<file path="src/rtl/buzzer_sequencer_pkg.sv">
// ---------------------------------------------------------------------------
// buzzer_sequencer_pkg
//
// Purpose
//   Shared definitions for the quiz-buzzer tone sequencer: the state
//   encoding used by the sequencer FSM, the width of the beep index and
//   the default tone durations (chosen for a 50 MHz system clock).
//
// Contents
//   state_t            2-bit state type
//   ST_IDLE .. ST_TO_GAP  state encoding constants
//   DEF_*              default parameter values for buzzer_sequencer
//   IDX_W              width of the time-over beep index (counts 1..7)
// ---------------------------------------------------------------------------
package buzzer_sequencer_pkg;

    // State encoding kept as plain constants so the FSM register can be
    // probed and compared as a bare vector by older tools.
    typedef logic [1:0] state_t;

    localparam state_t ST_IDLE    = 2'd0;
    localparam state_t ST_ANS     = 2'd1;
    localparam state_t ST_TO_BEEP = 2'd2;
    localparam state_t ST_TO_GAP  = 2'd3;

    // Default durations in clock cycles at 50 MHz.
    localparam int unsigned DEF_ANS_ON   = 25000000;  // 0.5 s answer beep
    localparam int unsigned DEF_TO_ON    = 10000000;  // 0.2 s time-over beep
    localparam int unsigned DEF_TO_OFF   = 10000000;  // 0.2 s gap between beeps
    localparam int unsigned DEF_TO_BEEPS = 3;         // beeps per time-over
    localparam int unsigned DEF_CNT_W    = 25;        // holds 25_000_000 - 1

    // The beep index only ever needs to reach 7.
    localparam int unsigned IDX_W = 3;

endpackage : buzzer_sequencer_pkg

</file>
<file path="src/rtl/buzzer_sequencer_beat_timer.sv">
// ---------------------------------------------------------------------------
// beat_timer
//
// Purpose
//   Down-counter that measures the length of one sequencer phase. On load
//   it takes (duration - 1); it then counts down once per clock and holds
//   at zero. expire_o is high while the count is zero, i.e. during the last
//   cycle of the phase, so a phase of N cycles spends exactly N cycles
//   between its load edge and the edge that leaves it.
//
// Ports
//   clk_i       system clock, rising edge
//   rst_i       asynchronous active-high reset, clears the count
//   load_i      start a new phase (has priority over counting)
//   duration_i  phase length in cycles, sampled when load_i is high
//   expire_o    high while the count is zero (last cycle of the phase)
// ---------------------------------------------------------------------------
module beat_timer #(
    parameter int unsigned CNT_W = 25
) (
    input  logic             clk_i,
    input  logic             rst_i,
    input  logic             load_i,
    input  logic [CNT_W-1:0] duration_i,
    output logic             expire_o
);

    logic [CNT_W-1:0] count_q;
    logic [CNT_W-1:0] count_d;

    // Next count: a zero-length request is clamped to zero instead of being
    // allowed to underflow, and a running count stops at zero so it can
    // never wrap back to the top of the range.
    always_comb begin
        count_d = count_q;
        if (load_i) begin
            if (duration_i == '0) begin
                count_d = '0;
            end else begin
                count_d = duration_i - CNT_W'(1);
            end
        end else if (count_q != '0) begin
            count_d = count_q - CNT_W'(1);
        end
    end

    // Count register.
    always_ff @(posedge clk_i or posedge rst_i) begin
        if (rst_i) begin
            count_q <= '0;
        end else begin
            count_q <= count_d;
        end
    end

    assign expire_o = (count_q == '0);

endmodule : beat_timer

</file>
<file path="src/rtl/buzzer_sequencer.sv">
// ---------------------------------------------------------------------------
// buzzer_sequencer
//
// Purpose
//   Drives the two tone requests of a quiz buzzer. An answer event plays a
//   single long answer beep; a time-over event plays TO_BEEPS short beeps
//   separated by gaps. An answer always wins: it pre-empts a running
//   time-over pattern, and a time-over arriving during an answer beep is
//   remembered and played once the answer beep finishes. Mute silences the
//   requests without disturbing any timing.
//
// Ports
//   CLK              system clock, rising edge
//   RST              asynchronous active-high reset
//   Answer_Evt       one-cycle pulse, first contestant locked in
//   TimeOver_Evt     one-cycle pulse, countdown expired
//   Mute             level, suppress both tone requests
//   Buzzer_Answer    registered answer-tone request
//   Buzzer_TimeOver  registered time-over-tone request
//   Busy             registered, high while a sequence runs or is pending
// ---------------------------------------------------------------------------
module buzzer_sequencer
    import buzzer_sequencer_pkg::*;
#(
    parameter int unsigned ANS_ON   = DEF_ANS_ON,
    parameter int unsigned TO_ON    = DEF_TO_ON,
    parameter int unsigned TO_OFF   = DEF_TO_OFF,
    parameter int unsigned TO_BEEPS = DEF_TO_BEEPS,
    parameter int unsigned CNT_W    = DEF_CNT_W
) (
    input  logic CLK,
    input  logic RST,
    input  logic Answer_Evt,
    input  logic TimeOver_Evt,
    input  logic Mute,
    output logic Buzzer_Answer,
    output logic Buzzer_TimeOver,
    output logic Busy
);

    localparam logic [CNT_W-1:0] ANS_DUR    = CNT_W'(ANS_ON);
    localparam logic [CNT_W-1:0] TO_ON_DUR  = CNT_W'(TO_ON);
    localparam logic [CNT_W-1:0] TO_OFF_DUR = CNT_W'(TO_OFF);
    localparam logic [IDX_W-1:0] LAST_BEEP  = IDX_W'(TO_BEEPS);
    localparam logic [IDX_W-1:0] FIRST_BEEP = IDX_W'(1);

    state_t           state_q;
    state_t           state_d;
    logic [IDX_W-1:0] idx_q;
    logic [IDX_W-1:0] idx_d;
    logic             pend_q;
    logic             pend_d;

    logic             ans_q;
    logic             to_q;
    logic             busy_q;

    logic             timer_load;
    logic [CNT_W-1:0] timer_dur;
    logic             timer_expire;

    beat_timer #(
        .CNT_W (CNT_W)
    ) u_beat_timer (
        .clk_i      (CLK),
        .rst_i      (RST),
        .load_i     (timer_load),
        .duration_i (timer_dur),
        .expire_o   (timer_expire)
    );

    // Sequencer next-state logic. Every state entry also loads the timer
    // with the length of the state being entered, so the timer value is
    // always relative to the current phase.
    //
    // The final beep of a time-over pattern returns straight to IDLE: a gap
    // after it would be silent and would only keep Busy asserted for no
    // audible reason. Gaps therefore only separate consecutive beeps.
    //
    // A time-over seen on the very cycle the answer beep expires still
    // counts as pending, so it is folded into the exit decision directly.
    always_comb begin
        state_d    = state_q;
        idx_d      = idx_q;
        pend_d     = pend_q;
        timer_load = 1'b0;
        timer_dur  = '0;

        case (state_q)
            ST_IDLE: begin
                if (Answer_Evt) begin
                    state_d    = ST_ANS;
                    pend_d     = TimeOver_Evt;
                    timer_load = 1'b1;
                    timer_dur  = ANS_DUR;
                end else if (TimeOver_Evt) begin
                    state_d    = ST_TO_BEEP;
                    idx_d      = FIRST_BEEP;
                    timer_load = 1'b1;
                    timer_dur  = TO_ON_DUR;
                end
            end

            ST_ANS: begin
                if (TimeOver_Evt) begin
                    pend_d = 1'b1;
                end
                if (timer_expire) begin
                    pend_d = 1'b0;
                    if (pend_q || TimeOver_Evt) begin
                        state_d    = ST_TO_BEEP;
                        idx_d      = FIRST_BEEP;
                        timer_load = 1'b1;
                        timer_dur  = TO_ON_DUR;
                    end else begin
                        state_d = ST_IDLE;
                        idx_d   = '0;
                    end
                end
            end

            ST_TO_BEEP: begin
                if (Answer_Evt) begin
                    state_d    = ST_ANS;
                    idx_d      = '0;
                    pend_d     = 1'b0;
                    timer_load = 1'b1;
                    timer_dur  = ANS_DUR;
                end else if (timer_expire) begin
                    if (idx_q < LAST_BEEP) begin
                        state_d    = ST_TO_GAP;
                        timer_load = 1'b1;
                        timer_dur  = TO_OFF_DUR;
                    end else begin
                        state_d = ST_IDLE;
                        idx_d   = '0;
                    end
                end
            end

            ST_TO_GAP: begin
                if (Answer_Evt) begin
                    state_d    = ST_ANS;
                    idx_d      = '0;
                    pend_d     = 1'b0;
                    timer_load = 1'b1;
                    timer_dur  = ANS_DUR;
                end else if (timer_expire) begin
                    state_d    = ST_TO_BEEP;
                    idx_d      = idx_q + FIRST_BEEP;
                    timer_load = 1'b1;
                    timer_dur  = TO_ON_DUR;
                end
            end

            default: begin
                state_d = ST_IDLE;
                idx_d   = '0;
                pend_d  = 1'b0;
            end
        endcase
    end

    // FSM registers.
    always_ff @(posedge CLK or posedge RST) begin
        if (RST) begin
            state_q <= ST_IDLE;
            idx_q   <= '0;
            pend_q  <= 1'b0;
        end else begin
            state_q <= state_d;
            idx_q   <= idx_d;
            pend_q  <= pend_d;
        end
    end

    // Output registers are fed from the next state so a request rises on
    // the same edge that enters the phase, and falls on the edge that
    // leaves it. The two state decodes are mutually exclusive, so the
    // requests can never overlap. Mute masks only these requests.
    always_ff @(posedge CLK or posedge RST) begin
        if (RST) begin
            ans_q  <= 1'b0;
            to_q   <= 1'b0;
            busy_q <= 1'b0;
        end else begin
            ans_q  <= (state_d == ST_ANS) && !Mute;
            to_q   <= (state_d == ST_TO_BEEP) && !Mute;
            busy_q <= (state_d != ST_IDLE) || pend_d;
        end
    end

    assign Buzzer_Answer   = ans_q;
    assign Buzzer_TimeOver = to_q;
    assign Busy            = busy_q;

endmodule : buzzer_sequencer

</file>
<file path="config.mk">
export PLATFORM = sky130hd
export DESIGN_NAME = buzzer_sequencer
export DESIGN_NICKNAME = d
export VERILOG_FILES = /design/src/rtl/buzzer_sequencer_pkg.sv /design/src/rtl/buzzer_sequencer_beat_timer.sv /design/src/rtl/buzzer_sequencer.sv
export SDC_FILE = /design/constraint.sdc
export NUM_CORES = 1
export LEC_CHECK = 0
export CAP_MARGIN = 0
export CORE_ASPECT_RATIO = 0.75
export CORE_MARGIN = 3
export CORE_UTILIZATION = 40
export DETAILED_ROUTE_END_ITERATION = 10
export GPL_TIMING_DRIVEN = 1
export SLEW_MARGIN = 20
export SYNTH_ARGS = -nofsm -noshare
export SYNTH_HDL_FRONTEND = slang
export SYNTH_SLANG_ARGS = --single-unit
</file>
<file path="constraint.sdc">
create_clock -name CLK -period 2.6 [get_ports CLK]
set_clock_uncertainty 0.15 [all_clocks]
set_input_delay 0.65 -clock CLK [delete_from_list [all_inputs] [get_ports CLK]]
set_output_delay 0.65 -clock CLK [all_outputs]
set_load 0.05 [all_outputs]
</file>
After elaboration in Yosys (flattened, before gate mapping):

Cells that the tools add are included.

* bits in registers: 34
* input bits: 5
* output and inout bits: 3
* logic and storage cells: 83

* add/subtract/negate cells: 3
* $lt $le $gt $ge: 1
* equality and inequality tests: 11
* mux-type cells: 48
* reduce and logical (&&, ||, !) cells: 13

Operators by type and width (number)
* $mux W25: 6
* $mux W24: 6
* $pmux W25 S4: 1
* $logic_not A25 Y1: 2
* $sub A25 B1 Y25 const B: 2
* $reduce_bool A25 Y1: 1
* $mux W3: 8
* $mux W2: 9
* $mux W1: 14
* $pmux W3 S4: 1
* $ne A3 B3 Y1 const B: 3
* $pmux W2 S4: 1
* $eq A2 B2 Y1 const B: 3
* $ne A2 B2 Y1 const B: 3
* $reduce_and A6 Y1: 1
* $eq A2 B1 Y1 const B: 2
* $pmux W1 S4: 1
* $reduce_bool A2 Y1: 2
* $add A3 B1 Y3 const B: 1
* $lt A3 B2 Y1 const B: 1
* $pmux W1 S3: 1
* $logic_and A1 B1 Y1: 2
* $logic_not A2 Y1: 1
* $logic_or A1 B1 Y1: 2
* 2 further kinds: 2

Logic depth before layout (Yosys ltp):

Gate-level depths: netlist of the first run.

* word-level depth: 8
* gate-level depth with buffers: 10

Modules after synthesis:

A second synthesis of the first run with hierarchy kept.

* cell total of the unflattened synthesis: 306
* area total of the unflattened synthesis: 2611.3 um^2

By module, submodules not included
* beat_timer: instances 1, cells an instance 243, area an instance 2060.7 um^2, sequential area each 625.6 um^2
* buzzer_sequencer: instances 1, cells an instance 63, area an instance 550.5 um^2, sequential area each 225.2 um^2

Worst setup path after synthesis of the first run:

No wires, ideal clock.

* path kind: input to register
* start: in Answer_Evt
* end: reg u_beat_timer.count_q[7]
* library setup time: 0.095 ns
* data arrival time: 2.072 ns
* data required time: 2.355 ns
* setup slack: 0.283 ns
* stages on the path: 7
* buffers on the path: 1
* path through: clkbuf_1 -> nor2_1 -> a211oi_2 -> o21ai_1 -> ha_1 -> nand3b_1 -> o31ai_1

* longest elaborated chain between the ends: 5
* elaborated cells on any way between the ends: 13

Ends and longest elaborated chain
* start, declared: line buzzer_sequencer.sv:33 `input logic Answer_Evt,`
* $mux W25 (on tied branches): line buzzer_sequencer.sv:142, buzzer_sequencer.sv:91, buzzer_sequencer.sv:123
* $pmux W25 S4: line buzzer_sequencer.sv:89 `case (state_q)`
* $sub A25 B1 Y25 or $logic_not A25 Y1 (tied branches): line buzzer_sequencer_beat_timer.sv:40, buzzer_sequencer_beat_timer.sv:37
* $mux W25: line buzzer_sequencer_beat_timer.sv:37 `if (duration_i == '0) begin`
* $mux W25: line buzzer_sequencer_beat_timer.sv:36 `if (load_i) begin`
* end signal, assigned: line buzzer_sequencer_beat_timer.sv:52 `count_q <= count_d;`
* end, declared: line buzzer_sequencer_beat_timer.sv:28 `logic [CNT_W-1:0] count_q;`

Parallel ways exist; a longest one is shown, timed or not.
A chain may end at the register's enable or synchronous reset.

Worst setup path in the final report of the first run:

* start: reg u_beat_timer.count_q[15]
* end: reg u_beat_timer.count_q[7]

* longest elaborated chain between the ends: 7
* elaborated cells on any way between the ends: 19

Ends and longest elaborated chain
* $logic_not A25 Y1: line buzzer_sequencer_beat_timer.sv:56 `assign expire_o = (count_q == '0);`
* $mux W24 (on tied branches): line buzzer_sequencer.sv:129, buzzer_sequencer.sv:148
* $mux W25 (on tied branches): line buzzer_sequencer.sv:123, buzzer_sequencer.sv:142
* $pmux W25 S4: line buzzer_sequencer.sv:89
* $sub A25 B1 Y25 or $logic_not A25 Y1 (tied branches): line buzzer_sequencer_beat_timer.sv:40, buzzer_sequencer_beat_timer.sv:37
* $mux W25: line buzzer_sequencer_beat_timer.sv:37
* $mux W25: line buzzer_sequencer_beat_timer.sv:36

Parallel ways exist; a longest one is shown, timed or not.

==> results of run 1 <==
-- power by group through the flow --
| stage | Combinational, mW | Sequential (mW) | Clock, mW |
|---|---|---|---|
| after floorplan | 0.278 | 0.755 | 0 |
| after global placement | 0.377 | 0.780 | 0 |
| after detailed placement | 0.381 | 0.782 | 0 |
| after CTS | 0.383 | 0.773 | 0.425 |
| after global routing | 0.432 | 0.797 | 0.446 |
| final | 0.389 | 0.776 | 0.414 |
-- cell families (layout without fill, tap and decap cells) --
family	Yosys count	after routing	share of synthesized area [%]
mux	3	3	1.52
flops	34	34	41.3
xor+xnor	19	19	8.09
fa+ha+maj	6	6	3.65
simple gates	87	87	27.4
buf+inv	14	42	2.80
compound gates	49	49	15.3
-- layout make-up --
type                            instances  area, sq um  area share, %
Tap cell                               57         71.3           2.96
Sequential cell                        34          851           35.4
Multi-Input combinational cell        164         1150           47.8
Clock inverter                          1         5.00          0.208
Clock buffer                            7         86.3           3.59
Timing Repair Buffer                   26          213           8.84
Inverter                                8         30.0           1.25
-- placed cells by master, fill, tap and decap left out, types with 4 or more instances in the layout --
cell              n
dfrtp_1          34
nor2_1           19
buf_4            19
a21oi_1          15
nand2_1          11
xor2_1           11
o21ai_0          10
xnor2_1           8
nor3_1            7
inv_1             7
clkdlybuf4s50_1   7
ha_1              6
clkbuf_8          6
nand3_1           5
nor2b_1           4
a211oi_1          4
o31ai_1           4
-- flip-flops by register name, summed over array words and instances (netlist names) --
name	flops
Buzzer_TimeOver	1
idx_q	3
u_beat_timer.count_q	25
pend_q	1
Buzzer_Answer	1
state_q	2
Busy	1
-- final timing paths --
path / to / slack, ns / cells past startpoint
worst min register to register: idx_q[1] / 0.40 / 1
worst max-delay path: u_beat_timer.count_q[7] / 0.21 / 7
worst max register to register: u_beat_timer.count_q[7] / 0.21 / 7
worst min-delay path: idx_q[1] / 0.40 / 1
min in group asynchronous: u_beat_timer.count_q[6] / 0.61 / 3
max in group asynchronous: u_beat_timer.count_q[11] / 1.37 / 3
-- stage by stage --
step	total power, mW	std cells	instance area [sq um]
finish	1.58	297	2410
global route	1.67	297	2410
CTS	1.58	296	2400
detailed placement	1.16	288	2310
global placement	1.16	288	2310
floorplan	1.03	212	2060
-- critical path, stage by stage, from the launching register on --
cell      delay, ns
dfrtp_1        0.45
nor4_4         0.40
nand4b_2       0.28
a211oi_1       0.33
o21ai_1        0.17
ha_1           0.32
nand3b_1       0.15
o31ai_1        0.06
-- layer usage --
layer	global-route usage [%]	part of all wire, %	vias up
met2	21.8	38	34
met4	5.09	1.2	0
met5	0	0	-
li1	-	-	825
met1	30.0	56	779
met3	3.73	5.7	6
-- cells in the mapped netlist, drive strengths merged (3+ instances only) --
| cell | n | area share [%] |
|---|---|---|
| a211oi | 5 | 2.1 |
| a21oi | 15 | 3.6 |
| buf | 3 | 0.73 |
| clkbuf | 3 | 0.61 |
| dfrtp | 34 | 41 |
| ha | 6 | 3.6 |
| inv | 8 | 1.5 |
| nand2 | 12 | 2.3 |
| nand3 | 5 | 1.2 |
| nand3b | 3 | 1.1 |
| nand4 | 4 | 1.5 |
| nor2 | 19 | 3.5 |
| nor2b | 4 | 1.2 |
| nor3 | 10 | 3.5 |
| nor4 | 7 | 4.2 |
| o21ai | 12 | 3.1 |
| o31ai | 4 | 1.5 |
| or4 | 4 | 1.5 |
| xnor2 | 8 | 3.4 |
| xor2 | 11 | 4.7 |
-- timing repair --
item | in CTS | in global routing
hold endpoints to repair | 0 | 0
buffers inserted | 0 | 1
hold buffers | 0 | 0
setup endpoints to repair | 0 | 1
==> metrics.cfg, run 1 <==
[drt]
first_pass_iters=5
drt-wirelength-per-cell_um=16.4
vias_per_cell=5.54
ant_nets=0
drt_iter0_drc=145
drc=0
detail_route.wirelength_um=4860
vias=1644

[setup_path]
worstSetupStartpointType=register
regToRegStartpoint=u_beat_timer.count_q[15]
path_max_fanout=6
worstPathRequired_ns=2.65
critPathCaptureType=register
arrival_ns=2.44
startpoint=u_beat_timer.count_q[15]
path_class=reg2reg

[logic_synthesis]
yosys_register_bits=34
synth_seq_area_share_pct=41.3
netlist_instances=212
synth_edf_count=0
ys.warnings.count=0
yosysUniqueCellTypes=58
avgSynthCellArea_sq_um=9.71
synthFlopType=dfrtp_1
syn_nets=223
syn_area_sq_um=2060
async_reset_ff_share_pct=100

[die]
die_w_um=88.8
chipHeight_um=68.1
dieArea_sq_um=6050
ios=8
coreArea_sq_um=4700
rows=21
start_util_pct=43.8

[pwr]
seqPwrFrac_pct=49.1
power_frac_comb_pct=24.6
ir_drop_v=0.000448
leakage_nw=0.993
p_clk_share_pct=26.2
p_switching_mw=0.535
internal-power_mw=1.04
switching_share_pct=33.9
power_density_nw_per_um2=656

[clock_tree]
htreeDepth=2
cts_tree=yes
clkSinkCount=34
clockRootBuffer=clkbuf_8
cts_buffers=5
clockBufferDepth=2
clk_latency_ns=0.29
cts.clk_slew.worst_paths_ns=0.07
cts.repair.resized=0

[global_routing]
grt_usage_pct=17.9
grt_first_pass_wirelength_um=8040
grt_pass1_vias=1503
grt_start_max_net_pins=35
overflow=0
antenna_found_initial=0

[cells_and_area]
drive_gt1_share_pct=19.2
antenna_cells=0
num-nets-final=250
fillCellCount=424
syn_to_final_growth_pct=16.9
fin_util_pct=51.2

[timing]
max-slew-margin-rel_pct=67.0
setup_viol_count_final=0
fin_ws_ns=0.210
max_freq_ghz=0.418
finalHoldViolations=0
whs_ns=0.401
period_share_pct=91.9
tightestPinTransition_ns=0.493
finalSetupTns_ns=0
period_minus_slack_ns=2.39
rsz0062_at_grt=no
drv_slew=0

[placed_design]
dp_slack_ns=0.0121
dp_hpwl_um=3570
numPortBuffers=7
gp_congestion=0.823

[hold_path]
hold_start=idx_q[1]
min_path_type=reg2reg

[run_status]
outcome=finished, final reports clean

[job]
maxCapViolCount=0

No activity file was read; power rests on OpenSTA's default activity.
==> run 2, diff against run 1 <==
- DONT_BUFFER_PORTS: not set -> 1
- GPL_TIMING_DRIVEN: 1 -> 0
==> run 2 against run 1 <==
  * Worst hold slack got worse by 0.19 ns
  * Global-route usage is 0.60 points lower
  * Final area is 6.2% lower
  * Clock-buffer cell count unchanged
  * Largest power group unchanged
  * Total power down 2.7%
  * Core utilization down 3.2 points
  * Non-clock buffer count fell by 19
  * Sequential power grew 1%
==> metrics.cfg, run 2 (synthesized netlist as in run 1, its figures left out) <==
[drt]
drt_iter0_drc=147  ; was 145
vias_per_cell=5.84  ; was 5.54
detail_route.wirelength_um=4580  ; was 4860 um
ant_nets=0  ; unchanged
vias=1623  ; was 1644
drc=0  ; unchanged
first_pass_iters=4  ; was 5
drt-wirelength-per-cell_um=16.5  ; was 16.4 um

[setup_path]
r2r_end=u_beat_timer.count_q[7]  ; unchanged
worstSetupStartpointType=input port  ; was register
crit_end=u_beat_timer.count_q[7]  ; unchanged
worstPathRequired_ns=2.64  ; was 2.65 ns
arrival_ns=2.49  ; was 2.44 ns
ff2ff_setup_slack_ns=0.18  ; was 0.21 ns
critPathCaptureType=register  ; unchanged
reg2reg_depth=7  ; unchanged
path_max_fanout=9  ; was 6
startpoint=Answer_Evt  ; was u_beat_timer.count_q[15]
regToRegStartpoint=u_beat_timer.count_q[5]  ; was u_beat_timer.count_q[15]
path_class=in2reg  ; was reg2reg

[global_routing]
antenna_found_initial=0  ; unchanged
met2_usage_pct=22.8  ; was 21.8%
overflow=0  ; unchanged
grt_first_pass_wirelength_um=7820  ; was 8040 um
grt_most_used_layer=met1  ; unchanged
grt_usage_pct=17.3  ; was 17.9%
grt_pass1_vias=1538  ; was 1503
grt_start_max_net_pins=35  ; unchanged
use_met3_pct=3.73  ; unchanged
use_met1_pct=27.1  ; was 30.0%

[cells_and_area]
final_common_cell=dfrtp_1  ; unchanged
antenna_cells=0  ; unchanged
largest_reg_flops=25  ; unchanged
design_area_sq_um=2260  ; was 2410 sq um
drive_gt1_share_pct=16.7  ; was 19.2%
syn_to_final_growth_pct=9.67  ; was 16.9%
final_cell_mix=dfrtp_1, nor2_1, a21oi_1  ; was dfrtp_1, nor2_1, buf_4
num-nets-final=231  ; was 250
regMostFlops=u_beat_timer.count_q  ; unchanged
fin_util_pct=48.0  ; was 51.2%
reg.largest.list=u_beat_timer.count_q: 25 flops, idx_q: 3 flops, state_q: 2 flops  ; unchanged

[timing]
drv_slew=0  ; unchanged
tightestPinTransition_ns=0.800  ; was 0.493 ns
finalSetupTns_ns=0  ; unchanged
period_share_pct=94.2  ; was 91.9%
setup_viol_count_final=0  ; unchanged
max-slew-margin-rel_pct=46.5  ; was 67.0%
whs_ns=0.210  ; was 0.401 ns
rsz0062_at_grt=no  ; unchanged
period_minus_slack_ns=2.45  ; was 2.39 ns
max_freq_ghz=0.408  ; was 0.418 GHz
finalHoldViolations=0  ; unchanged

[die]
start_util_pct=43.8  ; unchanged
ios=8  ; unchanged
die_w_um=88.8  ; unchanged
rows=21  ; unchanged
chipHeight_um=68.1  ; unchanged
dieArea_sq_um=6050  ; unchanged
coreArea_sq_um=4700  ; unchanged

[pwr]
ir_drop_v=0.000413  ; was 0.000448 V
power_density_nw_per_um2=681  ; was 656 nW/um^2
p_total_mw=1.54  ; was 1.58 mW
leakage_nw=0.908  ; was 0.993 nW

[hold_path]
min_path_type=in2async  ; was reg2reg

[clock_tree]
cts.clk_slew.worst_paths_ns=0.07  ; about the same
clkSinkCount=34  ; unchanged
clk_latency_ns=0.29  ; about the same
clockRootBuffer=clkbuf_8  ; unchanged
cts_tree=yes  ; unchanged
holdBufCountCts=0  ; unchanged
htreeDepth=2  ; unchanged
cts_buffers=5  ; unchanged
clockBufferDepth=2  ; unchanged

[run_status]
outcome=finished, final reports clean  ; unchanged

[placed_design]
dp_hpwl_um=3270  ; was 3570 um
numPortBuffers=0  ; was 7
gp_congestion=0.793  ; was 0.823
place_area_sq_um=2130  ; was 2310 sq um

[job]
maxCapViolCount=0  ; unchanged

run 2: cell types whose count changed in the layout (fill, tap and decap cells not counted), sizes merged:
| cell | delta |
|---|---|
| clkdlybuf4s50 | -7 |
| buf | -15 |
| clkbuf | +3 |
run 2: final cells by class:
cell class,instances,area [sq um]
fill,456,2450
buffer,6,27.5
inverter,8,30.0
sequential,34,851
timing repair buffer,1,7.51
tap,57,71.3
multi-input combinational,164,1180
clock buffer,7,86.3
clock inverter,1,5.00
run 2: metal layers:
layer	up-vias	part of all wire, %	routed length, um
met1	804	55	2500
li1	788	-	-
met5	-	0	0
met2	26	40	1830
met4	0	1.3	59
met3	5	4.2	192
run 2: where the power goes:
group	leakage (nW)	switching [mW]	internal (mW)
combinational	0.445	0.174	0.168
clock	0.0482	0.195	0.214
sequential	0.414	0.156	0.630
total	0.908	0.525	1.01
run 2: how the worst min path moves through the flow:
stage / from / depth (start not counted) / slack (ns) / to
2_1_floorplan: idx_q[1] / 1 / 0.36 / idx_q[1]
3_3_place_gp: idx_q[1] / 1 / 0.38 / idx_q[1]
3_5_place_dp: idx_q[1] / 1 / 0.39 / idx_q[1]
4_1_cts: RST / 1 / 0.24 / u_beat_timer.count_q[12]
5_1_grt: Mute / 1 / 0.25 / Buzzer_Answer
6_report: RST / 1 / 0.21 / u_beat_timer.count_q[12]
run 2: timing repair:
| action | 4_1_cts | 5_1_grt |
|---|---|---|
| setup buffers | 0 | 1 |
| endpoints found under the setup margin | 1 | 7 |
| resized for setup | 1 | 4 |
| pin swaps | 0 | 1 |
run 2: critical path, stage by stage:
cell and delay [ns]:
clkbuf_1 0.28, nor2_1 0.17, a211oi_2 0.52, o21ai_2 0.25
ha_1 0.35, nand3b_1 0.15, o31ai_1 0.11
run 2: per-stage QoR:
| step | worst slack [ns] | std cells |
|---|---|---|
| after floorplan | 0.283 | 212 |
| final | 0.151 | 278 |
| after CTS | 0.0154 | 277 |
| after global routing | 0.000914 | 278 |
| after detailed placement | -0.214 | 269 |
| after global placement | -0.272 | 269 |
